<file path="config.mk">
export PLATFORM = sky130hd
export DESIGN_NAME = alu_core
export DESIGN_NICKNAME = d
export VERILOG_FILES = /design/src/rtl/alu_core.sv
export SDC_FILE = /design/constraint.sdc
export NUM_CORES = 1
export LEC_CHECK = 0
export BUFFER_PORTS_ARGS = -buffer_cell sky130_fd_sc_hd__buf_2
export CAP_MARGIN = 20
export CORE_MARGIN = 5
export CORE_UTILIZATION = 55
export DETAILED_ROUTE_END_ITERATION = 10
export HOLD_SLACK_MARGIN = 0.08
export PLACE_DENSITY = 0.77
export SYNTH_ARGS = -nofsm -noshare
export SYNTH_HDL_FRONTEND = slang
export SYNTH_SLANG_ARGS = --single-unit
</file>
<file path="constraint.sdc">
create_clock -name clk -period 3.2 [get_ports clk]
set_clock_uncertainty 0.2 [all_clocks]
set_input_delay 0.48 -clock clk [delete_from_list [all_inputs] [get_ports clk]]
set_output_delay 0.48 -clock clk [all_outputs]
set_load 0.02 [all_outputs]
</file>
<file path="src/rtl/alu_core.sv">
// Sequenced ALU feeding the ALU result register: one-cycle logic/arithmetic ops,
// WIDTH-cycle shift-add multiply, start/ready handshake and a one-cycle load strobe.
module alu_core #(
    parameter int WIDTH = 8,
    parameter int CNT_W = 4
) (
    input  logic             clk,
    input  logic             rst,
    input  logic             start,
    input  logic [2:0]       op,
    input  logic [WIDTH-1:0] op_a,
    input  logic [WIDTH-1:0] op_b,
    output logic             ready,
    output logic             busy,
    output logic [WIDTH-1:0] result,
    output logic             ld_alureg,
    output logic             flag_z,
    output logic             flag_c,
    output logic             flag_n
);

    typedef enum logic [1:0] {IDLE, EXEC, MUL, DONE} state_t;

    localparam logic [2:0]       OP_MUL = 3'b111;
    localparam logic [CNT_W-1:0] LAST   = CNT_W'(WIDTH - 1);

    state_t               state, state_next;
    logic [2:0]           op_p0;
    logic [WIDTH-1:0]     a_p0, b_p0;
    logic [2*WIDTH-1:0]   acc, mcand, acc_next;
    logic [WIDTH-1:0]     mplier;
    logic [CNT_W-1:0]     count;
    logic [WIDTH:0]       exec_out;
    logic [WIDTH-1:0]     fin_res;
    logic                 fin_c;
    logic                 complete;

    // Returns {carry, result} for every single-cycle opcode.
    function automatic logic [WIDTH:0] alu_op(input logic [2:0] code,
                                              input logic [WIDTH-1:0] a,
                                              input logic [WIDTH-1:0] b);
        logic [WIDTH:0] r;
        r = '0;
        case (code)
            3'b000:  r = {1'b0, a} + {1'b0, b};
            3'b001:  r = {(a < b), a - b};
            3'b010:  r = {1'b0, a & b};
            3'b011:  r = {1'b0, a | b};
            3'b100:  r = {1'b0, a ^ b};
            3'b101:  r = {a[WIDTH-1], a[WIDTH-2:0], 1'b0};
            3'b110:  r = {a[0], 1'b0, a[WIDTH-1:1]};
            default: r = '0;
        endcase
        return r;
    endfunction

    always_comb begin
        state_next = state;
        case (state)
            IDLE:    if (start) state_next = (op == OP_MUL) ? MUL : EXEC;
            EXEC:    state_next = DONE;
            MUL:     if (count == LAST) state_next = DONE;
            DONE:    state_next = IDLE;
            default: state_next = IDLE;
        endcase
    end

    always_ff @(posedge clk) begin
        if (rst) state <= IDLE;
        else     state <= state_next;
    end

    assign acc_next = acc + (mplier[0] ? mcand : '0);
    assign exec_out = alu_op(op_p0, a_p0, b_p0);
    assign complete = (state == EXEC) || ((state == MUL) && (count == LAST));
    assign fin_res  = (state == MUL) ? acc_next[WIDTH-1:0] : exec_out[WIDTH-1:0];
    assign fin_c    = (state == MUL) ? |acc_next[2*WIDTH-1:WIDTH] : exec_out[WIDTH];

    // Operand latch, multiply iteration and completion register
    always_ff @(posedge clk) begin
        if (rst) begin
            op_p0  <= '0;
            a_p0   <= '0;
            b_p0   <= '0;
            acc    <= '0;
            mcand  <= '0;
            mplier <= '0;
            count  <= '0;
            result <= '0;
            flag_z <= 1'b0;
            flag_c <= 1'b0;
            flag_n <= 1'b0;
        end else begin
            if (state == IDLE && start) begin
                op_p0  <= op;
                a_p0   <= op_a;
                b_p0   <= op_b;
                acc    <= '0;
                mcand  <= {{WIDTH{1'b0}}, op_a};
                mplier <= op_b;
                count  <= '0;
            end
            if (state == MUL) begin
                acc    <= acc_next;
                mcand  <= mcand << 1;
                mplier <= mplier >> 1;
                count  <= count + CNT_W'(1);
            end
            if (complete) begin
                result <= fin_res;
                flag_z <= (fin_res == '0);
                flag_c <= fin_c;
                flag_n <= fin_res[WIDTH-1];
            end
        end
    end

    assign ready     = (state == IDLE);
    assign busy      = (state == EXEC) || (state == MUL);
    assign ld_alureg = (state == DONE);

endmodule

</file>
# Yosys cells after proc, flatten, opt, wreduce, memory -nomap -nowiden
# Cells that the tools add are included.
[word_totals]
register_bits = 76
latchBits = 0
mem_bits_rw = 0
mem_bits_ro = 0
inputBits = 22
output_inout_bits = 14
elab_cells = 62
n_memories = 0
[op_classes]
add_sub_neg = 4
mul = 0
n_div = 0
n_lt_le_gt_ge = 1
n_eq_ne = 13
shift = 0
n_mux = 16
n_bitwise = 3
n_reduce_logical = 11
[ops]
columns = ["operator", "n"]
rows = [
  ["$mux 16", 5],
  ["$pmux 9 s7", 1],
  ["$add 16x16->16", 1],
  ["$mux 7", 2],
  ["$eq 3x3->1 const B", 4],
  ["$add 8x8->9", 1],
  ["$and 8x8->8", 1],
  ["$logic_not 8->1", 1],
  ["$lt 8x8->1", 1],
  ["$mux 4", 2],
  ["$mux 8", 1],
  ["$or 8x8->8", 1],
  ["$pmux 2 s4", 1],
  ["$reduce_or 8->1", 1],
  ["$sub 8x8->8", 1],
  ["$xor 8x8->8", 1],
  ["$eq 3x2->1 const B", 2],
  ["$mux 2", 3],
  ["$add 4x1->4 const B", 1],
  ["$eq 2x2->1 const B", 2],
  ["$eq 4x3->1 const B", 1],
  ["$eq 3x1->1 const B", 1],
  ["$logic_not 3->1", 1],
  ["$eq 2x1->1 const B", 1],
  ["9 further kinds", 11],
]

# Depth between registers and ports, before layout
# Gate-level depths: netlist (run 1).
[logic_depth]
word_depth = 4
ltp_mapped = 10
mapped_depth_nobuf = 10

# Worst setup path after synthesis (run 1)
# OpenSTA, ideal clock, no wires.
[synth_timing]
path_type = "register -> register"
startpoint = "reg mplier[0]"
endpoint = "reg flag_c"
setup_ps = 127
arrival_time_ps = 2425
t_required_ps = 2873
slack_ps = 448
path_stages_with_launch = 11
n_path_buf = 1
period_less_slack_ps = 2752
cell_sequence = "dfxtp_1 -> clkbuf_1 -> and2_1 -> ha_1 -> nor2_1 -> or4b_4 -> o21ai_0 -> xor2_1 -> or3b_1 -> nor4_2 -> a31oi_1"
[synth_via]
elab_chain_len = 4
[synth_lines]
columns = ["item", "line", "text"]
rows = [
  ["start, declared", "31", "logic [WIDTH-1:0] mplier;"],
  ["start signal, assigned", "100", "mplier <= op_b;"],
  ["start signal, assigned", "106", "mplier <= mplier >> 1;"],
  ["$mux 16", "73", "assign acc_next = acc + (mplier[0] ? mcand : '0);"],
  ["$add 16x16->16", "73", ""],
  ["$reduce_or 8->1", "77", "assign fin_c = (state == MUL) ? |acc_next[2*WIDTH-1:WIDTH] : exec_out[WIDTH];"],
  ["$mux 1", "77", ""],
  ["end signal, assigned", "112", "flag_c <= fin_c;"],
  ["end, declared", "18", "output logic flag_c,"],
]
# No other way between the ends.
# A chain may end at the register's enable or synchronous reset.

# Worst setup path in the final report (run 1)
[layout_timing]
startpoint = "reg a_p0[1]"
endpoint = "reg flag_z"
[layout_via]
elab_chain_len = 4
elab_cells_between_ends = 8
cone_classes = "2 x add/sub; 2 x mux; 3 x bitwise; 1 x reduce/logical"
[layout_lines]
columns = ["item", "line", "text"]
rows = [
  ["start, declared", "29", "logic [WIDTH-1:0] a_p0, b_p0;"],
  ["start signal, assigned", "96", "a_p0 <= op_a;"],
  ["$sub 8x8->8 (tied with other cells)", "46", "3'b001: r = {(a < b), a - b};"],
  ["$pmux 9 s7 (*)", "44", "case (code)"],
  ["$mux 8 (*)", "76", "assign fin_res = (state == MUL) ? acc_next[WIDTH-1:0] : exec_out[WIDTH-1:0];"],
  ["$logic_not 8->1 (*)", "111", "flag_z <= (fin_res == '0);"],
  ["end signal, assigned", "111", ""],
  ["end, declared", "17", "output logic flag_z,"],
]
# Mark *: on every way between the ends. The rest lies on a longest branch, timed or not.

==> results of run 1 <==
worst max-delay path, cell delays in order (launching register included):
cell and delay [ps]:
sky130_fd_sc_hd__dfxtp_1 470, sky130_fd_sc_hd__inv_1 140, sky130_fd_sc_hd__ha_1 350, sky130_fd_sc_hd__o21bai_1 220, sky130_fd_sc_hd__nor4b_1 560, sky130_fd_sc_hd__o31ai_1 200
sky130_fd_sc_hd__mux2i_1 160, sky130_fd_sc_hd__a211oi_2 180, sky130_fd_sc_hd__o21ai_1 120, sky130_fd_sc_hd__o32ai_2 290
per-stage QoR:
| step | util | total power [W] | hold slack, ps | cells | area [um2] |
|---|---|---|---|---|---|
| global route | 0.611 | 0.00400 | 177 | 831 | 5650 |
| detailed placement | 0.589 | 0.00297 | 259 | 816 | 5450 |
| global placement | 0.589 | 0.00293 | 255 | 816 | 5450 |
| floorplan | - | 0.00254 | 241 | 679 | 5200 |
| finish | 0.611 | 0.00373 | 178 | 831 | 5650 |
| CTS | 0.611 | 0.00373 | 170 | 831 | 5650 |
cells in the final DEF (no fill, tap or decap), types with 4 or more instances in the layout:
cell type                   n
sky130_fd_sc_hd__xor2_1     5
sky130_fd_sc_hd__a211oi_1  15
sky130_fd_sc_hd__nand2_1   96
sky130_fd_sc_hd__buf_4     11
sky130_fd_sc_hd__o31ai_1    4
sky130_fd_sc_hd__nor2_1    79
sky130_fd_sc_hd__nand3_1    5
sky130_fd_sc_hd__a31oi_1    6
sky130_fd_sc_hd__xnor2_1    7
sky130_fd_sc_hd__o21bai_1   5
sky130_fd_sc_hd__o211ai_1   4
sky130_fd_sc_hd__mux2i_1   10
sky130_fd_sc_hd__o21ai_0   13
sky130_fd_sc_hd__or2_2      5
sky130_fd_sc_hd__nor2b_1    8
sky130_fd_sc_hd__or3_1      4
sky130_fd_sc_hd__nand2b_1  10
sky130_fd_sc_hd__ha_1      44
sky130_fd_sc_hd__dfxtp_1   75
sky130_fd_sc_hd__buf_2     35
sky130_fd_sc_hd__mux2_2     4
sky130_fd_sc_hd__a21oi_1   98
sky130_fd_sc_hd__a21o_1     8
sky130_fd_sc_hd__nor3_1    12
sky130_fd_sc_hd__and2_1    20
sky130_fd_sc_hd__clkbuf_8  11
sky130_fd_sc_hd__inv_1     32
power groups by stage:
stage / clock (W) / sequential [W] / combinational (W)
2_1_floorplan: 0 / 0.00126 / 0.00128
3_3_place_gp: 0 / 0.00125 / 0.00167
4_1_cts: 0.000771 / 0.00124 / 0.00172
6_report: 0.000758 / 0.00124 / 0.00174
3_5_place_dp: 0 / 0.00126 / 0.00171
5_1_grt: 0.000823 / 0.00126 / 0.00191
kinds of logic (layout without fill, tap and decap cells):
logic type | after synthesis | in the layout | synth area share
AND/OR/NAND/NOR | 260 | 260 | 0.235
AO/OA/AOI/OAI | 200 | 200 | 0.252
flip-flops | 75 | 75 | 0.289
buffers and inverters | 70 | 93 | 0.0561
adder cells (fa/ha/maj) | 48 | 48 | 0.120
multiplexers | 14 | 14 | 0.0279
XOR/XNOR | 12 | 12 | 0.0202
state kept, by name, indices dropped and copies added, names as in the netlist:
| register | flops |
|---|---|
| acc | 16 |
| mcand | 16 |
| a_p0 | 8 |
| b_p0 | 8 |
| mplier | 8 |
| result | 8 |
| count | 4 |
| op_p0 | 3 |
| state | 2 |
| flag_c | 1 |
| flag_z | 1 |
per-layer routing:
layer,vias to the layer above,global-route usage,wire length [um]
met3,27,0.0427,891
met4,0,0.0731,293
li1,2421,-,-
met1,2250,0.324,6160
met5,-,0,0
met2,192,0.371,5760
final cells by class:
type | instances | area share
multi-input cells | 534 | 0.603
clock inverters | 4 | 0.00864
inverters | 32 | 0.0213
clock buffers | 11 | 0.0268
well taps | 129 | 0.0286
repair buffers | 46 | 0.0456
flip-flops and latches | 75 | 0.266
path summary, 6_finish.rpt:
| kind | slack, ps | end | from | cells after the start |
|---|---|---|---|---|
| max reg2reg | 230 | flag_z | a_p0[1] | 9 |
| max | 230 | flag_z | a_p0[1] | 9 |
| min reg2reg | 270 | op_p0[0] | op_p0[0] | 2 |
| min | 180 | b_p0[2] | op_b[2] | 3 |
==> run summary, run 1 <==
The run finished with clean final reports. The power per unit of standard cell area is 661 nW/um2. Using the TritonRoute via totals, the vias-per-cell ratio works out to 5.88. The final hold violation count came to 0. The final routed wire length divided by cell count came out at 15.8 um. The largest net degree at the start of global routing is 53. The commonest register cell after synthesis is sky130_fd_sc_hd__dfxtp_1. Buffers added to address setup during post-CTS repair amount to 0. The Yosys warning count is 0.

The critical path in this run is classified as reg2reg. Clock tree synthesis found a total of 75 sinks. The number of inserted filler cells in the final layout came out at 849. The sequential cell area came out at 1500 um2. The die is 107 um wide. The number of routed nets with antenna violations came out at 0. The maximum VDD drop is 0.00102 V.

The source-to-sink clock delay at the later pin of the worst-skew pair is 360 ps. The die span in y came out at 107 um. The synthesized design spends more area on one cell type than any other, namely sky130_fd_sc_hd__dfxtp_1.

The floorplan has 35 rows. The pre-antenna-repair detailed-routing pass consisted of 5 iterations. The power share of the clock group is 0.203. The share of the Yosys chip area taken by registers is 0.289. Along the worst path, the maximum fanout reaches 6. The number of antenna violations at the first check in global routing came out at 0. The number of global-route vias before repair is between 4000 and 5000. Compared with the post-synthesis result, the final layout area differs by 8.67%. The tree is rooted in a sky130_fd_sc_hd__clkbuf_8. For this block, the routed nets add up to around 13000 um of wire. TritonCTS built the clock tree. After synthesis the netlist holds a flip-flop and latch count of 75. The post-cts repair resize count came out at 0. The post-route worst setup slack is 231 ps.

In the synthesized netlist the async set-or-reset flop fraction comes to 0. The capturing element type of the critical path is a register. The placement-stage worst setup slack came out at 294 ps. The tightest slew margin relative to the limit is 0.473. The instance count of the mapped netlist is about 680. The analysis attributes to cell leakage a power of 2.40 nW. Setup repair after global routing left no endpoint under its margin. The count of final setup violators is 0.

For the worst setup path, the data arrival time is 3040 ps. At the worst endpoint, the required time is approximately 3300 ps. The pin slew with the least headroom to its limit is 788 ps. The portion of synthesized cell area occupied by the leading cell type is 0.289. The portion of total power attributed to combinational logic came out at 0.465.

The worst hold path belongs to the class in2reg. By area the synthesized netlist is led by sky130_fd_sc_hd__dfxtp_1, sky130_fd_sc_hd__ha_1, sky130_fd_sc_hd__a21oi_1, sky130_fd_sc_hd__nand2_1, sky130_fd_sc_hd__nor2_1. The post-synthesis instance area came out at around 5200 um2. The number of CTS-inserted buffers came out at 9. CTS built an H-tree with a depth of 3. The number of pins exceeding their max-slew limit in the final report came out at 0. The wire-length estimate of the detail-placed layout is 9760 um.

Port buffering added 35 buffers. The weighted congestion reported at the end of routability-driven placement is 0.936. For this run, the total global-route usage over all layers was measured as 0.234.

After layout, the minimum clock period comes to 2970 ps. 36 I/O pins were placed. The first global-routing pass estimated 21900 um of wire.

The synthesized design contains 0 enable-type register cells. In this run the deepest clock path goes through 2 buffers. The synthesized area divided by synthesized cell count came out at 7.65 um2.

The total net switching power is 0.00162 W. The number of design-rule violations left by the first detailed-router iteration is ~400. The maximum clock frequency is between 0.3 and 0.4 GHz. The share of total power in sequential cells is 0.332. The floorplan step defined a die boundary enclosing between 10000 and 15000 um2.

The synthesized netlist contains 74 unique library cells. For this configuration, the core starts out at a cell density of 0.562. The final sum of negative setup slack is 0 ps. The clock-pin slew on the worst setup and hold paths is 80 ps. In the post-synthesis netlist, the cell with the most instances is sky130_fd_sc_hd__a21oi_1. The fraction of layout cells with a size suffix above 1 came out at 0.127. The number of nets in the finished design is 768. The switching part of the total came out at 0.434.

The via total after detailed routing came out at between 4000 and 5000. The multi-input logic area is 3410 um2. The repair_antennas step left the layout with diodes totalling 0. The number of nets handed over by synthesis was 749. For this design, the CTS-stage hold fixing added 0 buffers. In the synthesized netlist, the cells that appear most often are sky130_fd_sc_hd__a21oi_1, sky130_fd_sc_hd__nand2_1, sky130_fd_sc_hd__nor2_1. The worst setup path is launched from a register. After global routing the overflow that remains totals 0.

The max-capacitance violation count is 0. Dividing the final minimum period by the clock period gives 0.928. Cell internal power was estimated by the tool at 0.00212 W. The floorplan core area came out at 9240 um2.

The DRC violations left came out at 0.
(Power assumes the default switching activity.)
==> run 2, diff against run 1 <==
PLACE_DENSITY = 0.71   (was 0.77)
==> run 2 against run 1 <==
Global-route usage up 0.32 points. Non-clock buffer count is 2 higher. Cell count grew 0.36%. Register-to-register slack improved by 50 ps. Sequential power barely moved. Clock power down 5.4%. Worst setup slack better by 47 ps. Core utilization increased by 0.095 points. Count of clock-buffer cells in the layout is 2 lower. Sequential cell count unchanged. Cell area increased by 0.15%.
==> run summary, run 2 (synthesis gave the netlist of run 1 again) <==
The internal reg-to-reg setup slack came to 280 ps (was 230 ps). The total global-route track usage is 0.238 (was 0.234). The number of design-rule violations left by the first detailed-router iteration is 367 (was 401). The kind of start point of the critical path is a register (unchanged). The number of search-and-repair iterations in the first detailed-routing pass came out at 5 (unchanged). Unrepaired setup endpoints after global routing: no (unchanged). The maximum clock frequency came to 0.342 GHz (was 0.337 GHz). The number of global-route vias before repair came to 4523 (was 4628).

The largest net degree at the start of global routing came out at 53 (unchanged). The antenna cell count is 0 (unchanged). The weighted congestion reported at the end of routability-driven placement came out at 0.973 (was 0.936).

The clock-pin slew on the worst setup and hold paths came to 90 ps (was 80 ps). The global-route wire length before repair came to 22100 um (was 21900 um). The total wire length after detailed routing came out at 13400 um (was 13100 um). The fraction of layout cells with a size suffix above 1 came to 0.130 (was 0.127). The number of nets in the finished design is 770 (was 768).

The critical path start-end classification is reg2reg (unchanged). The portion of total power attributed to combinational logic is 0.478 (was 0.465). The post-cts repair resize count came to 0 (unchanged). The power per unit of standard cell area came to 660 nW/um2 (was 661 nW/um2). The clock sink count is 75 (unchanged).

The arrival time at the worst endpoint is 2990 ps (was 3040 ps). The max-capacitance violation count is 0 (unchanged). The root cell of the clock tree is sky130_fd_sc_hd__clkbuf_8 (unchanged).

The share of total power in sequential cells is 0.330 (was 0.332). The leakage component of the power came out at 2.40 nW (about the same). The number of H-tree branching levels came out at 3 (unchanged).

The launch point of the critical path is a_p0[0] (was a_p0[1]). The critical path endpoint is flag_z (unchanged). The number of CTS-inserted buffers was 9 (unchanged). The final total power is 0.00373 W (about the same).

The number of routed nets with antenna violations is 0 (unchanged). The die span in x is 107 um (unchanged). The capturing element type of the critical path is a register (unchanged). The class of the tightest hold or removal check was in2reg (unchanged).

The most common cell after layout, fill and taps aside is sky130_fd_sc_hd__a21oi_1 (unchanged). The worst flop-to-flop path startpoint is a_p0[0] (was a_p0[1]). The floorplan core area came out at 9240 um2 (unchanged). The final sum of negative setup slack was 0 ps (unchanged). The row count is 35 (unchanged). The count of final setup violators is 0 (unchanged). The cell-internal power was 0.00204 W (was 0.00212 W). The worst endpoint required time is 3270 ps (about the same). The total net switching power is 0.00169 W (was 0.00162 W).

The total of hold buffers inserted after clock tree synthesis is 0 (unchanged). The initial core utilization is 0.562 (unchanged). The power share of the clock group came out at 0.192 (was 0.203). The die span in y came to 107 um (unchanged). The via total after detailed routing is 4866 (was 4890). The count of boundary I/O pins is 36 (unchanged). The area added between synthesis and finish came out at 8.84% (was 8.67%).

The clock tree from TritonCTS is done (unchanged). The largest driver fanout on the critical path is 5 (was 6). The DRC violations left came out at 0 (unchanged).

The number of vias per cell after detailed routing was 5.83 (was 5.88). The count of input and output buffers is 35 (unchanged). The destination of the worst register-to-register timing path is flag_z (unchanged).

The number of pins exceeding their max-slew limit in the final report is 0 (unchanged). The cell count of the worst hold path came out at 3 (unchanged). Top flop regs: acc: 16 flops, mcand: 16 flops (unchanged). The tightest slew margin relative to the limit came out at 0.630 (was 0.473). Most frequent cells in the layout: sky130_fd_sc_hd__a21oi_1, sky130_fd_sc_hd__nand2_1, sky130_fd_sc_hd__nor2_1 (unchanged). The length in cells of the worst reg-to-reg path was 9 (unchanged). The final hold violation count was 0 (unchanged). The pin slew with the least headroom to its limit is 541 ps (was 788 ps).

The maximum VDD drop is 0.000626 V (was 0.00102 V). The share of the clock period used by the worst path came out at 0.913 (was 0.928). The clock period minus final worst setup slack was 2920 ps (was 2970 ps).

The maximum buffer depth of the clock tree came to 2 (unchanged). Run status: complete, no violations (unchanged). The sum of net half-perimeters after detailed placement was 10100 um (was 9760 um). The source-to-sink clock delay at the later pin of the worst-skew pair is 360 ps (about the same). The final routed wire length divided by cell count came out at 16.1 um (was 15.8 um).

The overflow left after global routing is 0 (unchanged). The post-CTS repair timing setup buffer count is 0 (unchanged). The number of antenna violations at the first check in global routing is 0 (unchanged).

The switching part of the total is 0.454 (was 0.434). The area of the die came out at 11500 um2 (unchanged).
==> run 2: cell types whose count changed in the layout (fill, tap and decap cells not counted), sizes merged <==
cell	before	now
clkinv	2	3
bufinv	1	0
buf	46	48
clkinvlp	0	1
clkbuf	11	9
inv	33	35
==> run 2: worst min-delay path by stage <==
| stage | endpoint | slack, ps | startpoint |
|---|---|---|---|
| floorplan | acc[3] | 240 | acc[3] |
| global placement | acc[3] | 260 | acc[3] |
| detailed placement | acc[3] | 260 | acc[3] |
| CTS | op_p0[2] | 160 | op[2] |
| global route | op_p0[2] | 180 | op[2] |
| finish | op_p0[2] | 170 | op[2] |
==> run 2: worst max-delay path, cell delays in order, from the launching register on <==
cell and delay, ps:
sky130_fd_sc_hd__dfxtp_1 420, sky130_fd_sc_hd__inv_1 90, sky130_fd_sc_hd__ha_1 240, sky130_fd_sc_hd__fa_1 440, sky130_fd_sc_hd__o311ai_2 350, sky130_fd_sc_hd__o221ai_1 200, sky130_fd_sc_hd__nor3b_1 190, sky130_fd_sc_hd__a211oi_1 330
sky130_fd_sc_hd__nand4_1 160, sky130_fd_sc_hd__o32ai_2 210
==> run 2: layer usage <==
metal / part of all wire / global-route usage / up-vias
met5: 0 / 0 / -
met2: 0.44 / 0.360 / 167
li1: - / - / 2426
met3: 0.064 / 0.0421 / 16
met1: 0.49 / 0.349 / 2257
met4: 0.015 / 0.0566 / 0
==> run 2: cell type report <==
class                           instances  area (um2)
Timing Repair Buffer                   48         273
Clock inverter                          7        70.1
Multi-Input combinational cell        534        3410
Fill cell                             836        3580
Inverter                               32         120
Clock buffer                            9         124
Tap cell                              129         161
Sequential cell                        75        1500
==> run 2: metrics by stage <==
| stage | util | setup slack [ps] | cells | cell area (um2) | hold slack (ps) |
|---|---|---|---|---|---|
| final | 0.612 | 278 | 834 | 5660 | 171 |
| after global routing | 0.612 | 97.9 | 834 | 5660 | 183 |
| after CTS | 0.612 | 298 | 834 | 5660 | 162 |
| after detailed placement | 0.591 | 320 | 818 | 5460 | 262 |
| after global placement | 0.591 | 351 | 818 | 5460 | 257 |
| after floorplan | - | 448 | 679 | 5200 | 241 |
==> run 2: power groups by stage <==
stage,registers (W),logic [W],clock network (W)
floorplan,0.00126,0.00128,0
detailed placement,0.00125,0.00175,0
CTS,0.00123,0.00176,0.000731
finish,0.00123,0.00178,0.000717
global route,0.00126,0.00195,0.000778
global placement,0.00124,0.00172,0
